## src/rtl/uart_frame_parser_if.sv

```systemverilog
// -----------------------------------------------------------------------------
// uart_frame_parser_if
// Purpose : groups the byte-stream handshakes and frame status of the UART
//           frame parser into one bundle.
// Signals : s_valid/s_ready/s_data            upstream byte stream
//           m_valid/m_ready/m_data/m_last     downstream payload stream
//           m_cmd/m_len                       header of the last good frame
//           frame_ok/frame_err/err_code       frame status pulses and reason
// Modports: slave  - parser side (consumes s_*, produces m_* and status)
//           master - environment side (drives s_* and m_ready)
// -----------------------------------------------------------------------------
interface uart_frame_parser_if #(
   parameter int DATA_WIDTH = 8,
   parameter int LEN_W      = 5
);
   logic                  s_valid;
   logic                  s_ready;
   logic [DATA_WIDTH-1:0] s_data;
   logic                  m_valid;
   logic                  m_ready;
   logic [DATA_WIDTH-1:0] m_data;
   logic                  m_last;
   logic [7:0]            m_cmd;
   logic [LEN_W-1:0]      m_len;
   logic                  frame_ok;
   logic                  frame_err;
   logic [1:0]            err_code;

   modport slave (
      input  s_valid, s_data, m_ready,
      output s_ready, m_valid, m_data, m_last, m_cmd, m_len,
             frame_ok, frame_err, err_code
   );

   modport master (
      output s_valid, s_data, m_ready,
      input  s_ready, m_valid, m_data, m_last, m_cmd, m_len,
             frame_ok, frame_err, err_code
   );
endinterface

```

## src/rtl/uart_frame_parser.sv

```systemverilog
// -----------------------------------------------------------------------------
// uart_frame_parser
// Purpose : hunts for SOF, parses CMD, LEN, payload and XOR checksum from the
//           UART receive byte stream, buffers the payload and streams it out
//           only once the checksum has verified. Bad frames are dropped with
//           a frame_err pulse and a sticky err_code.
// Ports   : clk  - system clock (rising edge)
//           rst  - synchronous active-high reset
//           bus  - uart_frame_parser_if.slave (byte in, payload out, status)
// Options : UFP_TIMEOUT_EN - when defined, an inter-byte timeout aborts a
//           partially received frame after TIMEOUT_CYCLES idle clocks
//           (err_code 3). When undefined the parser waits indefinitely.
// -----------------------------------------------------------------------------
module uart_frame_parser #(
   parameter int                    DATA_WIDTH     = 8,
   parameter int                    MAX_LEN        = 16,
   parameter int                    LEN_W          = $clog2(MAX_LEN + 1),
   parameter logic [DATA_WIDTH-1:0] SOF_BYTE       = 8'hA5,
   parameter int                    TIMEOUT_CYCLES = 1250000
) (
   input logic                clk,
   input logic                rst,
   uart_frame_parser_if.slave bus
);
   localparam int ADDR_W = (MAX_LEN > 1) ? $clog2(MAX_LEN) : 1;

   localparam logic [1:0] ERR_CHK = 2'd1;
   localparam logic [1:0] ERR_LEN = 2'd2;
   localparam logic [1:0] ERR_TMO = 2'd3;

   typedef enum logic [2:0] {
      ST_IDLE = 3'd0,
      ST_CMD  = 3'd1,
      ST_LEN  = 3'd2,
      ST_PAY  = 3'd3,
      ST_CHK  = 3'd4,
      ST_EMIT = 3'd5
   } state_t;

   // Running checksum step: frame checksum is the XOR of CMD, LEN and payload.
   function automatic logic [DATA_WIDTH-1:0] xor_step(
      input logic [DATA_WIDTH-1:0] acc,
      input logic [DATA_WIDTH-1:0] b
   );
      return acc ^ b;
   endfunction

   state_t                state_r;
   logic [7:0]            cmd_r;
   logic [LEN_W-1:0]      len_r;
   logic [DATA_WIDTH-1:0] acc_r;
   logic [LEN_W-1:0]      wr_ptr_r;
   logic [LEN_W-1:0]      rd_ptr_r;   // index of the next beat to load
   logic [DATA_WIDTH-1:0] buf_r [MAX_LEN];

   logic                  s_ready_r;
   logic                  m_valid_r;
   logic [DATA_WIDTH-1:0] m_data_r;
   logic                  m_last_r;
   logic [7:0]            m_cmd_r;
   logic [LEN_W-1:0]      m_len_r;
   logic                  frame_ok_r;
   logic                  frame_err_r;
   logic [1:0]            err_code_r;

   logic                  accept_s;

   assign accept_s = bus.s_valid && s_ready_r;

`ifdef UFP_TIMEOUT_EN
   localparam int TMO_W = $clog2(TIMEOUT_CYCLES + 1);

   logic [TMO_W-1:0] tmo_cnt_r;
   logic             tmo_busy_s;
   logic             tmo_hit_s;

   assign tmo_busy_s = (state_r == ST_CMD) || (state_r == ST_LEN) ||
                       (state_r == ST_PAY) || (state_r == ST_CHK);
   // The count reaches TIMEOUT_CYCLES on this edge when it sits one below it.
   assign tmo_hit_s  = tmo_busy_s && !accept_s &&
                       (tmo_cnt_r == TMO_W'(TIMEOUT_CYCLES - 1));

   // Idle-cycle counter: cleared by every accepted byte, held at 0 outside a frame.
   always_ff @(posedge clk) begin
      if (rst) begin
         tmo_cnt_r <= {TMO_W{1'b0}};
      end else if (tmo_busy_s && !accept_s && !tmo_hit_s) begin
         tmo_cnt_r <= tmo_cnt_r + TMO_W'(1);
      end else begin
         tmo_cnt_r <= {TMO_W{1'b0}};
      end
   end
`else
   logic unused_timeout_s;
   assign unused_timeout_s = (TIMEOUT_CYCLES > 0);
`endif

   // Frame parser FSM with all handshake and status outputs registered.
   always_ff @(posedge clk) begin
      if (rst) begin
         state_r     <= ST_IDLE;
         cmd_r       <= 8'h00;
         len_r       <= {LEN_W{1'b0}};
         acc_r       <= {DATA_WIDTH{1'b0}};
         wr_ptr_r    <= {LEN_W{1'b0}};
         rd_ptr_r    <= {LEN_W{1'b0}};
         s_ready_r   <= 1'b0;
         m_valid_r   <= 1'b0;
         m_data_r    <= {DATA_WIDTH{1'b0}};
         m_last_r    <= 1'b0;
         m_cmd_r     <= 8'h00;
         m_len_r     <= {LEN_W{1'b0}};
         frame_ok_r  <= 1'b0;
         frame_err_r <= 1'b0;
         err_code_r  <= 2'd0;
      end else begin
         frame_ok_r  <= 1'b0;
         frame_err_r <= 1'b0;
         case (state_r)
            ST_IDLE: begin
               // Also raises s_ready on the first cycle out of reset.
               s_ready_r <= 1'b1;
               if (accept_s && (bus.s_data == SOF_BYTE)) begin
                  state_r <= ST_CMD;
               end
            end
            ST_CMD: begin
               if (accept_s) begin
                  cmd_r   <= bus.s_data;
                  acc_r   <= bus.s_data;
                  state_r <= ST_LEN;
               end
            end
            ST_LEN: begin
               if (accept_s) begin
                  if (bus.s_data > DATA_WIDTH'(MAX_LEN)) begin
                     frame_err_r <= 1'b1;
                     err_code_r  <= ERR_LEN;
                     state_r     <= ST_IDLE;
                  end else begin
                     len_r    <= bus.s_data[LEN_W-1:0];
                     acc_r    <= xor_step(acc_r, bus.s_data);
                     wr_ptr_r <= {LEN_W{1'b0}};
                     state_r  <= (bus.s_data == {DATA_WIDTH{1'b0}}) ? ST_CHK : ST_PAY;
                  end
               end
            end
            ST_PAY: begin
               if (accept_s) begin
                  buf_r[wr_ptr_r[ADDR_W-1:0]] <= bus.s_data;
                  acc_r    <= xor_step(acc_r, bus.s_data);
                  wr_ptr_r <= wr_ptr_r + LEN_W'(1);
                  if (wr_ptr_r == (len_r - LEN_W'(1))) begin
                     state_r <= ST_CHK;
                  end
               end
            end
            ST_CHK: begin
               if (accept_s) begin
                  if (bus.s_data != acc_r) begin
                     frame_err_r <= 1'b1;
                     err_code_r  <= ERR_CHK;
                     state_r     <= ST_IDLE;
                  end else begin
                     frame_ok_r <= 1'b1;
                     m_cmd_r    <= cmd_r;
                     m_len_r    <= len_r;
                     if (len_r != {LEN_W{1'b0}}) begin
                        state_r   <= ST_EMIT;
                        s_ready_r <= 1'b0;
                        rd_ptr_r  <= {LEN_W{1'b0}};
                     end else begin
                        state_r <= ST_IDLE;
                     end
                  end
               end
            end
            ST_EMIT: begin
               if (!m_valid_r) begin
                  // First beat is presented the cycle after frame_ok.
                  m_valid_r <= 1'b1;
                  m_data_r  <= buf_r[{ADDR_W{1'b0}}];
                  m_last_r  <= (len_r == LEN_W'(1));
                  rd_ptr_r  <= LEN_W'(1);
               end else if (bus.m_ready) begin
                  if (m_last_r) begin
                     m_valid_r <= 1'b0;
                     m_last_r  <= 1'b0;
                     s_ready_r <= 1'b1;
                     state_r   <= ST_IDLE;
                  end else begin
                     m_data_r <= buf_r[rd_ptr_r[ADDR_W-1:0]];
                     m_last_r <= (rd_ptr_r == (len_r - LEN_W'(1)));
                     rd_ptr_r <= rd_ptr_r + LEN_W'(1);
                  end
               end
            end
            default: begin
               state_r   <= ST_IDLE;
               s_ready_r <= 1'b1;
               m_valid_r <= 1'b0;
            end
         endcase
`ifdef UFP_TIMEOUT_EN
         if (tmo_hit_s) begin
            frame_err_r <= 1'b1;
            err_code_r  <= ERR_TMO;
            state_r     <= ST_IDLE;
         end
`endif
      end
   end

   assign bus.s_ready   = s_ready_r;
   assign bus.m_valid   = m_valid_r;
   assign bus.m_data    = m_data_r;
   assign bus.m_last    = m_last_r;
   assign bus.m_cmd     = m_cmd_r;
   assign bus.m_len     = m_len_r;
   assign bus.frame_ok  = frame_ok_r;
   assign bus.frame_err = frame_err_r;
   assign bus.err_code  = err_code_r;
endmodule

```

## src/flat_wrapper.sv

```systemverilog
// flat-port wrapper written by rule: the top's interface ports become plain ports
module uart_frame_parser_flat 
#(
   parameter int                    DATA_WIDTH     = 8,
   parameter int                    MAX_LEN        = 16,
   parameter int                    LEN_W          = $clog2(MAX_LEN + 1),
   parameter logic [DATA_WIDTH-1:0] SOF_BYTE       = 8'hA5,
   parameter int                    TIMEOUT_CYCLES = 1250000
)
  (clk, rst, bus_s_valid, bus_s_data, bus_m_ready, bus_s_ready, bus_m_valid, bus_m_data, bus_m_last, bus_m_cmd, bus_m_len, bus_frame_ok, bus_frame_err, bus_err_code);
  uart_frame_parser_if #(.DATA_WIDTH(DATA_WIDTH), .LEN_W(LEN_W)) bus_i ();
  input logic clk;
  input logic rst;
  input wire logic [$bits(bus_i.s_valid)-1:0] bus_s_valid;
  input wire logic [$bits(bus_i.s_data)-1:0] bus_s_data;
  input wire logic [$bits(bus_i.m_ready)-1:0] bus_m_ready;
  output wire logic [$bits(bus_i.s_ready)-1:0] bus_s_ready;
  output wire logic [$bits(bus_i.m_valid)-1:0] bus_m_valid;
  output wire logic [$bits(bus_i.m_data)-1:0] bus_m_data;
  output wire logic [$bits(bus_i.m_last)-1:0] bus_m_last;
  output wire logic [$bits(bus_i.m_cmd)-1:0] bus_m_cmd;
  output wire logic [$bits(bus_i.m_len)-1:0] bus_m_len;
  output wire logic [$bits(bus_i.frame_ok)-1:0] bus_frame_ok;
  output wire logic [$bits(bus_i.frame_err)-1:0] bus_frame_err;
  output wire logic [$bits(bus_i.err_code)-1:0] bus_err_code;
  assign bus_i.s_valid = bus_s_valid;
  assign bus_i.s_data = bus_s_data;
  assign bus_i.m_ready = bus_m_ready;
  assign bus_s_ready = bus_i.s_ready;
  assign bus_m_valid = bus_i.m_valid;
  assign bus_m_data = bus_i.m_data;
  assign bus_m_last = bus_i.m_last;
  assign bus_m_cmd = bus_i.m_cmd;
  assign bus_m_len = bus_i.m_len;
  assign bus_frame_ok = bus_i.frame_ok;
  assign bus_frame_err = bus_i.frame_err;
  assign bus_err_code = bus_i.err_code;
  uart_frame_parser #(.DATA_WIDTH(DATA_WIDTH), .MAX_LEN(MAX_LEN), .LEN_W(LEN_W), .SOF_BYTE(SOF_BYTE), .TIMEOUT_CYCLES(TIMEOUT_CYCLES)) u_core (.clk(clk), .rst(rst), .bus(bus_i));
endmodule
```

## config.mk

```make
export PLATFORM = sky130hd
export DESIGN_NAME = uart_frame_parser_flat
export DESIGN_NICKNAME = d
export VERILOG_FILES = /design/src/rtl/uart_frame_parser_if.sv /design/src/rtl/uart_frame_parser.sv /design/src/flat_wrapper.sv
export SDC_FILE = /design/constraint.sdc
export NUM_CORES = 1
export LEC_CHECK = 0
export CAP_MARGIN = 5
export CORE_AREA = 2 2 126 128
export CTS_BUF_LIST = sky130_fd_sc_hd__clkbuf_4
export DETAILED_ROUTE_END_ITERATION = 16
export DIE_AREA = 0 0 128 130
export GPL_TIMING_DRIVEN = 0
export PLACE_DENSITY = 0.75
export SLEW_MARGIN = 20
export SYNTH_ARGS = -nofsm -noshare
export SYNTH_HDL_FRONTEND = slang
export SYNTH_SLANG_ARGS = --single-unit
export TNS_END_PERCENT = 5
```

## constraint.sdc

```tcl
create_clock -name clk -period 6.7 [get_ports clk]
set_input_delay 1.675 -clock clk [delete_from_list [all_inputs] [get_ports clk]]
set_output_delay 1.675 -clock clk [all_outputs]
set_load 0.005 [all_outputs]
```

==> impl_metrics.toml, run 1 <==
[outcome]
status = "finished, final reports clean"

[place]
place.gp.congestion = 0.923
dpl.hpwl_mm = 12.3
port_buffers = 38

[route]
avgViaCountPerCell = 6.20
totalWireLength_mm = 18.3
postRouteAntennaNets = 0
drtIter0Drc = 632
first_pass_iters = 6
vias = 5353
wire_per_inst_um = 21.1
route.detailed.drc = 0

[power_and_ir_drop]
pwr-share-comb = 0.024
sw_frac_of_total = 0.218
power_density_mw_per_mm2 = 217
power_leakage_nw = 2.89
pwr-share-seq = 0.640
vdd_drop_max_mv = 0.126
intPower_mw = 1.55
pwr-share-clk = 0.336
p_sw_mw = 0.434
total_power_mw = 1.99

[synth]
netlist_instances = 602
ys.warnings.count = 0
synth_enable_flop_cells = 128
synth_top_area_frac = 0.467
ys_seq_elements = 194
synth-seq-area-share = 0.627
syn_area_per_cell_um2 = 13.7
syn-cell-area_mm2 = 0.00823
yosysMostFrequentCell = "edfxtp_1"
ys.flop_type = "edfxtp_1"
syn_nets = 621
ys_top_cells_by_area = "edfxtp_1 (47%), dfxtp_1 (16%), mux4_2 (8.8%)"
yosys.area.top_type = "edfxtp_1"
async_flop_share = 0
yosys-top-cells-count = "edfxtp_1 (128), dfxtp_1 (66), nor2_1 (46)"
synthDistinctLibCells = 55

[timing]
worstMarginPinSlew_ps = 1080
fin_crit_sh = 0.586
post-route-min-period_ps = 3930
finalHoldViolations = 0
setup_viol = 0
drv_slew = 0
rsz0062_at_grt = "false"
max_freq_mhz = 255
final.setup.tns_ps = 0
relSlewSlack = 0.277
fin_skew_ps = 25.0

[die]
initial_core_util = 0.534
coreArea_mm2 = 0.0154
rows = 46
die_x_um = 128
boundaryPins = 40
die-area_mm2 = 0.0166
die-height_um = 130

[global_route]
grt_usage = 0.226
grt_antenna_before_repair = 0
grt_max_degree = 24
first_global_vias = 5068
grt_pass1_wl_mm = 28.0
globalRouteOverflowTotal = 0

[flow_run]
maxCapViolCount = 0

[cts]
htree_levels = 4
cts_max_path_buffers = 2
cts_tree = "yes"
cts_hold_buf = 0
post-cts-setup-buffer-count = 0
cts_resized = 0
cts.sinks = 194
insertion_delay_ps = 590
cts_root_buffer = "clkbuf_4"
cts.clk_slew.worst_paths_ps = 150
cts_inserted_buffers = 17

[critical_path]
endpoint_kind = "flop"
crit_fanout = 10
start_kind = "input port"
required_ps = 6930
critical_path_class = "input port to flop"
crit_arrival_ps = 4150

[layout]
nets = 678
area_delta_synth_final_pct = 11.4
drive_gt1_frac = 0.144
fillerInstances = 1185
num_antenna_cells = 0

[worst_hold_path]
hold_class = "flop to flop"
[logic make-up (layout without fill, tap and decap cells)]
| family | Yosys count | after routing | synth area share |
|---|---|---|---|
| multiplexers | 66 | 66 | 0.129 |
| AO/OA/AOI/OAI | 111 | 111 | 0.0859 |
| XOR/XNOR | 22 | 22 | 0.0234 |
| adder cells (fa/ha/maj) | 7 | 7 | 0.0106 |
| buffers and inverters | 51 | 121 | 0.0278 |
| flip-flops | 194 | 194 | 0.627 |
| AND/OR/NAND/NOR | 151 | 151 | 0.0960 |
[final timing paths]
kind | cells after the start | from | end | slack, ps
max | 6 | bus_s_valid | u_core.buf_r[15][5] | 2770
min | 2 | u_core.cmd_r[1] | u_core.cmd_r[1] | 480
max reg2reg | 5 | u_core.bus.s_ready | u_core.buf_r[15][5] | 3930
min reg2reg | 2 | u_core.cmd_r[1] | u_core.cmd_r[1] | 480
[critical path: stages]
cell             delay [ps]
clkdlybuf4s50_1         490
nand2_1                 200
clkbuf_1                310
nor3_1                  480
nand2_1                 280
nor2_1                  720
[flip-flops by register name (all words and copies together) (netlist names), 2 cells and up, named ones only]
signal	flops
u_core.bus.m_data	8
u_core.wr_ptr_r	5
u_core.bus.m_cmd	8
u_core.bus.m_len	5
u_core.bus.err_code	2
u_core.len_r	5
u_core.acc_r	8
u_core.cmd_r	8
u_core.buf_r	128
u_core.state_r	3
u_core.rd_ptr_r	5
[per-stage QoR]
stage	instances	setup WS, ps	util	hold WS (ps)	instance area, um^2
6_report	864	2770	0.595	476	9170
5_1_grt	864	2610	0.595	497	9170
4_1_cts	864	2850	0.595	476	9170
3_5_place_dp	832	2210	0.575	454	8870
3_3_place_gp	832	2020	0.574	450	8850
2_1_floorplan	602	3210	-	436	8230
[cells in the final DEF, fill, tap and decap left out, types with 4 or more instances in the layout]
| master | netlist | final |
|---|---|---|
| a21oi_1 | 40 | 40 |
| a31oi_1 | 9 | 9 |
| and2_1 | 5 | 5 |
| buf_2 | 15 | 15 |
| clkbuf_1 | 23 | 23 |
| clkbuf_4 | 0 | 19 |
| clkdlybuf4s50_1 | 0 | 38 |
| dfxtp_1 | 66 | 66 |
| edfxtp_1 | 128 | 128 |
| ha_1 | 7 | 7 |
| inv_1 | 10 | 10 |
| inv_6 | 0 | 4 |
| mux2i_1 | 34 | 34 |
| mux4_2 | 32 | 32 |
| nand2_1 | 34 | 34 |
| nand2b_1 | 6 | 6 |
| nand3_1 | 8 | 8 |
| nand3b_1 | 9 | 9 |
| nor2_1 | 46 | 46 |
| nor2b_1 | 4 | 4 |
| nor3_1 | 16 | 12 |
| nor3_2 | 2 | 6 |
| nor3b_1 | 4 | 4 |
| nor4_1 | 5 | 5 |
| o211ai_1 | 4 | 4 |
| o21ai_0 | 14 | 14 |
| o21ai_1 | 11 | 11 |
| o22ai_1 | 9 | 9 |
| xnor2_1 | 14 | 14 |
| xor2_1 | 8 | 8 |
[power by group through the flow]
| stage | logic [mW] | clock network, mW | registers (mW) |
|---|---|---|---|
| after floorplan | 0.0185 | 0 | 1.30 |
| after global placement | 0.0453 | 0 | 1.30 |
| after detailed placement | 0.0470 | 0 | 1.30 |
| after CTS | 0.0472 | 0.671 | 1.27 |
| after global routing | 0.0509 | 0.717 | 1.27 |
| final | 0.0476 | 0.667 | 1.27 |
[per-layer routing]
metal / part of all wire / up-vias / track usage
met5: 0 / - / 0
met3: 0.058 / 23 / 0.0455
li1: - / 2401 / -
met2: 0.51 / 226 / 0.380
met1: 0.42 / 2703 / 0.305
met4: 0.012 / 0 / 0.0588
[cell type report]
class / count / area, um^2 / share of cell area
multi-input combinational: 357 / 2860 / 0.312
buffer: 41 / 191 / 0.0209
sequential: 194 / 5160 / 0.563
tap: 192 / 240 / 0.0262
clock inverter: 13 / 156 / 0.0171
inverter: 10 / 37.5 / 0.00409
clock buffer: 19 / 143 / 0.0156
timing repair buffer: 38 / 380 / 0.0415
No activity file was read; power rests on OpenSTA's default activity.
==> inputs of run 2 (changes only) <==
Clock period 6.7 ns to 3.9 ns, I/O delays scaled along.
==> results of run 2 <==
The final DEF is identical to that of run 1. Status: finished, final reports clean.
Main changes from that run: setup slack after placement 2210 ps -> 110 ps; setup slack after layout 2770 ps -> 674 ps; register-to-register setup slack 3930 ps -> 1130 ps; total power 1.99 mW -> 3.42 mW; worst IR drop on VDD 0.126 mV -> 0.216 mV
==> inputs of run 3 (changes only) <==
Settings changed: PLACE_DENSITY 0.75 to 0.77.
Clock period 3.9 ns to 2.65 ns, I/O delays scaled along.
==> run 3 against run 2 <==
- the run now ends with setup timing left
- global-route usage decreased by 0.12 points
- register-to-register slack got worse by 1200 ps
- sequential share of layout area increased by 0.19 points
- worst setup slack worse by 850 ps
- critical path depth is the same
- first-iteration DRC count is 13% lower
- combinational power grew 41%
- critical endpoint is now u_core.buf_r[7][5]
- largest power group unchanged
- highest routed layer unchanged
==> impl_metrics.toml, run 3 (synthesis gave the netlist of run 1 again) <==
[outcome]
status = "complete, but fails checks"
violations = "setup timing"

[critical_path]
start_kind = "input port"
endpoint_kind = "flop"
required_ps = 2870
crit_fanout = 10
rrSetupSlack_ps = -40
reg2reg_to = "u_core.buf_r[7][5]"
reg2reg_from = "u_core.bus.s_ready"
crit_arrival_ps = 3050
worstRegToRegCells = 5
critical_path_class = "input port to flop"

[cts]
htree_levels = 4
cts_tree = "yes"
cts_root_buffer = "clkbuf_4"
cts_inserted_buffers = 17
cts.clk_slew.worst_paths_ps = 150
cts_hold_buf = 0
cts_max_path_buffers = 2
insertion_delay_ps = 590
cts.sinks = 194
post-cts-setup-buffer-count = 0

[flow_run]
maxCapViolCount = 0

[worst_hold_path]
worstHoldStart = "u_core.cmd_r[6]"
whs_path_depth = 2
worstHoldEndpoint = "u_core.cmd_r[6]"
hold_class = "flop to flop"

[place]
dpl_cell_area_mm2 = 0.00887
place.gp.congestion = 0.926
port_buffers = 38
dpl.hpwl_mm = 12.3

[global_route]
grt_usage = 0.225
first_global_vias = 5064
grt_max_degree = 24
grt_pass1_wl_mm = 27.8
grt_antenna_before_repair = 0
globalRouteOverflowTotal = 0

[timing]
fin_crit_sh = 1.07
finalWorstSetupSlack_ps = -172
post-route-min-period_ps = 2820
hold_slack_ps = 473
finalHoldViolations = 0
setup_viol = 49
relSlewSlack = 0.406
rsz0062_at_grt = "true"
drv_slew = 0
max_freq_mhz = 354
worstMarginPinSlew_ps = 887
fin_skew_ps = 17.5

[route]
totalWireLength_mm = 17.9
avgViaCountPerCell = 6.12
first_pass_iters = 7
vias = 5284
route.detailed.drc = 0
drtIter0Drc = 549
postRouteAntennaNets = 0
wire_per_inst_um = 20.8

[die]
die-area_mm2 = 0.0166
coreArea_mm2 = 0.0154
rows = 46
boundaryPins = 40
die_x_um = 128
die-height_um = 130
initial_core_util = 0.534

[power_and_ir_drop]
power_density_mw_per_mm2 = 524
power_leakage_nw = 2.87
vdd_drop_max_mv = 0.262

[layout]
largest_reg_flops = 128
area_delta_synth_final_pct = 11.0
final_cell_mix = "edfxtp_1 (128), dfxtp_1 (66), a21oi_1 (40), nor2_1 (37)"
num_antenna_cells = 0
stdcell_area_mm2 = 0.00914
nets = 678
final_common_cell = "edfxtp_1"
drive_gt1_frac = 0.165
[run 3: cell count changes in the layout (fill, tap and decap cells not counted), moves of 2 or more]
cell / change
inv_4: +3
nor3_2: -3
clkbuf_2: +6
nor3_4: +3
inv_1: +2
nor2_1: -9
clkdlybuf4s50_1: -8
nor2_2: +9
bufinv_16: -2
[run 3: through the flow]
step	instances	setup slack [ps]	util	total power [mW]	TNS, ps
after global placement	832	-1050	0.574	3.40	-124280
after global routing	864	-222	0.593	4.95	-6990
final	864	-172	0.593	4.79	-3490
after floorplan	602	169	-	3.33	0
after detailed placement	832	-984	0.575	3.41	-127350
after CTS	864	-145	0.593	4.82	-2940
[run 3: how the worst max path moves through the flow]
stage	cells after the start	slack, ps	from	to
5_1_grt	6	-220	bus_s_valid	u_core.buf_r[7][5]
2_1_floorplan	5	170	bus_s_valid	u_core.buf_r[0][0]
6_report	6	-170	bus_s_valid	u_core.buf_r[7][5]
3_3_place_gp	6	-1050	bus_s_valid	u_core.buf_r[1][0]
3_5_place_dp	6	-980	bus_s_valid	u_core.buf_r[0][0]
4_1_cts	6	-140	bus_s_valid	u_core.buf_r[7][5]
[run 3: where the power goes]
group | internal (mW) | switching, mW
sequential | 3.22 | 0.00121
clock | 0.474 | 0.981
combinational | 0.0262 | 0.0888
total | 3.72 | 1.07
[run 3: layout make-up]
class                      count  area [um^2]
buffer                        41          191
multi-input combinational    357         2910
inverter                      10         37.5
fill                        1169         6280
clock buffer                  18          135
tap                          192          240
timing repair buffer          38          352
clock inverter                14          113
sequential                   194         5160
[run 3: per-layer routing]
metal | track usage | vias to the layer above | routed length [um]
li1 | - | 2409 | -
met1 | 0.309 | 2646 | 7750
met2 | 0.366 | 206 | 8850
met3 | 0.0467 | 23 | 1080
met4 | 0.0685 | 0 | 263
met5 | 0 | - | 0
[run 3: worst max-delay path, cell delays in order]
cell and delay (ps):
clkdlybuf4s50_1 490, nand2_1 180, clkbuf_1 320, nor3_1 440, nand2_1 220, nor2_1 720
[run 3: timing repair]
action	CTS	global route
pin swaps	0	0
gates resized for setup	18	16
setup endpoints to repair	120	114
==> RTL edit 1: new RTL, config.mk and constraints of run 3 <==
Encoding of `state_t`: now one-hot (6 bits for 6 states).
--- a/src/rtl/uart_frame_parser.sv
+++ b/src/rtl/uart_frame_parser.sv
@@ -28,13 +28,13 @@
    localparam logic [1:0] ERR_LEN = 2'd2;
    localparam logic [1:0] ERR_TMO = 2'd3;
 
-   typedef enum logic [2:0] {
-      ST_IDLE = 3'd0,
-      ST_CMD  = 3'd1,
-      ST_LEN  = 3'd2,
-      ST_PAY  = 3'd3,
-      ST_CHK  = 3'd4,
-      ST_EMIT = 3'd5
+   typedef enum logic [5:0] {
+      ST_IDLE = 6'b000001,
+      ST_CMD  = 6'b000010,
+      ST_LEN  = 6'b000100,
+      ST_PAY  = 6'b001000,
+      ST_CHK  = 6'b010000,
+      ST_EMIT = 6'b100000
    } state_t;
 
    // Running checksum step: frame checksum is the XOR of CMD, LEN and payload.
Function: no difference found for any inputs over 4 cycles, from zero or initial values and one cycle with rst high; so few cycles prove little.
==> RTL edit 1 against run 3 <==
  * Final cell count rose by 5.2%
  * Clock power rose by 8%
  * Design area rose by 7.0%
  * Worst setup slack improved by 250 ps
  * Total power rose by 4.0%
  * Sequential cell count rose by 3
  * Register-to-register slack improved by 140 ps
  * Count of clock-buffer cells in the layout fell by 1
  * Fmax rose by 9.5%
  * Wire length rose by 6.0%
  * Global-route usage rose by 0.80 points
  * Area after synthesis rose by 4.1%
  * Clock skew rose by 1.4 ps
==> RTL edit 1: results (changes against run 3) <==
outcome: "completed"
p_leak_nw: 3.01  # +5.0%
final_cell_area_mm2: 0.00978  # +7.0%
seq_share_pct: 53.4  # -3.1 points
clock-sinks: 197  # +1.5%
diodes: 2  # +2
portBuffers: 39  # +2.6%
grt_max_degree: 18  # -25%
hpwl_um: 13000  # +6.3%
fin_skew_ps: 18.8  # +1.36 ps
period_share_pct: 97.2  # -9.3 points
buffers: 84  # +6.3%
synth_common_cells: "128 x edfxtp_1, 87 x nor2_1, 69 x dfxtp_1"
path_clk_slew_ps: 160
dpl-instance-area_mm2: 0.00922  # +4.0%
synth-async-reset-ratio_pct: 0  # unchanged
drt_iter0_drc: 637  # +16%
multiInputGateArea_mm2: 0.00334  # +15%
place_congestion: 0.886  # -4.3%
ys_types: 64  # +16%
nets: 721  # +6.3%
grt_pass1_wl_um: 29200  # +5.1%
wire_per_inst_um: 20.9  # +0.71%
num-nonclk-inverters: 9  # -1
rows: 46  # unchanged
whs_ps: 503  # +30.5 ps
drt-total-wl_um: 19000  # +6.0%
syn-instance-count: 639  # +6.1%
tightest_slew_ps: 786  # -101 ps
largest_reg_flops: 128  # unchanged
route.vias.total: 5602  # +6.0%
dp.cells: 870  # +4.6%
vdd_drop_max_mv: 0.331  # +27%
synth-seq-area-share_pct: 61.0  # -1.8 points
clk_share_pct: 2.88  # +0.17 points
multi_input_gates: 393  # +10%
ff2ff_setup_slack_ps: 100  # +140 ps
place_ws_ps: -985  # -0.933 ps
arrival_ps: 3090  # +40 ps
yosys-top-cells-area: "edfxtp_1 45%, dfxtp_1 16%, mux4_2 8.4%"
h-tree-depth: 4  # unchanged
cp_max_fo: 17  # +7
grt_use_total_pct: 23.3  # +0.80 points
drive_gt1_share_pct: 17.6  # +1.1 points
drt_first_pass_iters: 5  # -2
synth_nets: 658  # +6.0%
root_buffer: "clkbuf_4"
grt_pass1_vias: 5390  # +6.4%
synth_edf_count: 128  # unchanged
bufAreaShareNonClock_pct: 6.69  # +0.75 points
antenna_found_initial: 2  # +2
worstSkewPairLatency_ps: 570  # -20 ps
fill_cells: 1145  # -2.1%
-- RTL edit 1: final timing paths --
check	start	to	cells after the start
setup reg to reg	u_core.state_r[4]	u_core.buf_r[3][2]	7
hold reg to reg	u_core.bus.err_code[0]	u_core.bus.err_code[0]	2
hold / removal	u_core.bus.err_code[0]	u_core.bus.err_code[0]	2
setup / recovery	bus_s_data[5]	u_core.state_r[3]	7
-- RTL edit 1: kinds of logic (layout without fill, tap and decap cells) --
family          after synthesis  after routing  share of synthesized area, %
buf+inv                      49            125                          2.47
xor+xnor                     26             26                          2.82
other cells                   0              2                             0
flops                       197            197                          61.0
fa+ha+maj                     7              7                          1.02
simple gates                203            203                          12.8
mux                          75             75                          13.4
compound gates               82             82                          6.45
-- RTL edit 1: metal layers --
metal	vias to the layer above	track usage, %	wire length (µm)
met5	-	0	0
met4	0	6.53	325
met3	27	4.80	1230
met2	227	37.3	9170
met1	2795	32.8	8280
li1	2553	-	-
-- RTL edit 1: worst max-delay path, cell delays in order --
cell and delay (ps):
dlygate4sd2_1 560, clkbuf_1 410, nand4b_1 160, nor4_1 500, o21ai_1 250, or2_2 370, o221ai_1 170
-- RTL edit 1: power by group --
| group | switching [mW] | total (mW) | internal (mW) |
|---|---|---|---|
| registers | 0.00129 | 3.26 | 3.26 |
| logic | 0.100 | 0.134 | 0.0334 |
| clock network | 1.02 | 1.58 | 0.568 |
| total | 1.12 | 4.98 | 3.86 |
-- RTL edit 1: repair_timing --
action	in CTS	in global routing
buffers inserted	1	4
resized for setup	30	31
pin swaps	1	4
endpoints found under the setup margin	177	163
==> RTL edit 2: new RTL, config.mk and constraints of run 3 <==
Without the edit above. Add a define of `UFP_TIMEOUT_EN`.
--- a/src/rtl/uart_frame_parser.sv
+++ b/src/rtl/uart_frame_parser.sv
@@ -11,6 +11,8 @@
 //           partially received frame after TIMEOUT_CYCLES idle clocks
 //           (err_code 3). When undefined the parser waits indefinitely.
 // -----------------------------------------------------------------------------
+`define UFP_TIMEOUT_EN
+
 module uart_frame_parser #(
    parameter int                    DATA_WIDTH     = 8,
    parameter int                    MAX_LEN        = 16,
Formal check against the unedited RTL: no difference found for any inputs over 4 cycles, from zero or initial values and one cycle with rst high; that may be too few to reach the edited logic, so the function may still have changed.
==> RTL edit 2 against run 3 <==
  * Sequential cell count rose by 21
  * Wire length rose by 13%
  * Total power rose by 31%
  * Area after synthesis rose by 13%
  * Sequential power rose by 9.6%
  * Critical endpoint is now u_core.buf_r[8][5]
  * Clock power rose by 80%
  * Critical path depth did not move
  * Critical path type unchanged
  * Non-clock buffer count rose by 6
  * Clock skew rose by 42 ps
  * Design area rose by 16%
  * Largest power group unchanged
  * Global-route usage rose by 3.2 points
  * Worst setup slack improved by 300 ps
==> RTL edit 2: results (changes against run 3) <==
r2r_start: "u_core.state_r[1]"
synth_xor_area_share_pct: 3.46  # +1.1 points
r2r_cells: 6  # +1
cts_buffer_depth: 3  # +1
route.vias.total: 6209  # +18%
grt_pass1_wl_um: 32600  # +17%
place_congestion: 0.916  # -1.2%
met2_usage_pct: 44.1  # +7.5 points
cts_inserted_buffers: 52  # +35
cpPeakStageDelay_ps: 680  # -40 ps
yosys-top-cells-area: "edfxtp_1 41%, dfxtp_1 19%, mux4_2 7.8%"
nets: 836  # +23%
power_switching_mw: 1.38  # +29%
swShare_pct: 21.9  # -0.48 points
tightest_slew_ps: 900  # +12.4 ps
synth_nets: 744  # +20%
synth_mux_area_share_pct: 11.7  # -1.2 points
outcome: "completed"
syn-instance-count: 724  # +20%
hpwl_um: 13900  # +14%
grt_max_degree: 18  # -25%
p_leak_nw: 3.37  # +18%
arrival_ps: 2770  # -280 ps
use_met1_pct: 32.6  # +1.7 points
whs_ps: 455  # -17.9 ps
dp.cells: 954  # +15%
## RTL edit 2: cell type report
class	count	area [µm²]	area share [%]
flip-flops and latches	215	5590	52.8
multi-input cells	449	3410	32.3
clock buffers	71	533	5.04
repair buffers	38	389	3.68
plain buffers	47	248	2.34
well taps	192	240	2.27
clock inverters	25	123	1.16
inverters	13	48.8	0.461
diodes	1	2.50	0.0236
## RTL edit 2: how the worst max path moves through the flow
stage	to	slack, ps	cells past startpoint
after floorplan	u_core.buf_r[0][0]	390	5
after global placement	u_core.buf_r[0][0]	-800	6
after detailed placement	flip-flop	-740	7
after CTS	u_core.bus.m_cmd[5]	20	8
after global routing	u_core.buf_r[8][5]	10	6
final	u_core.buf_r[8][5]	130	6
## RTL edit 2: worst max-delay path: cells and delay by family
family / cells / cell delay, ps
and+or+nand+nor: 5 / 1480
buffers and inverters: 1 / 610
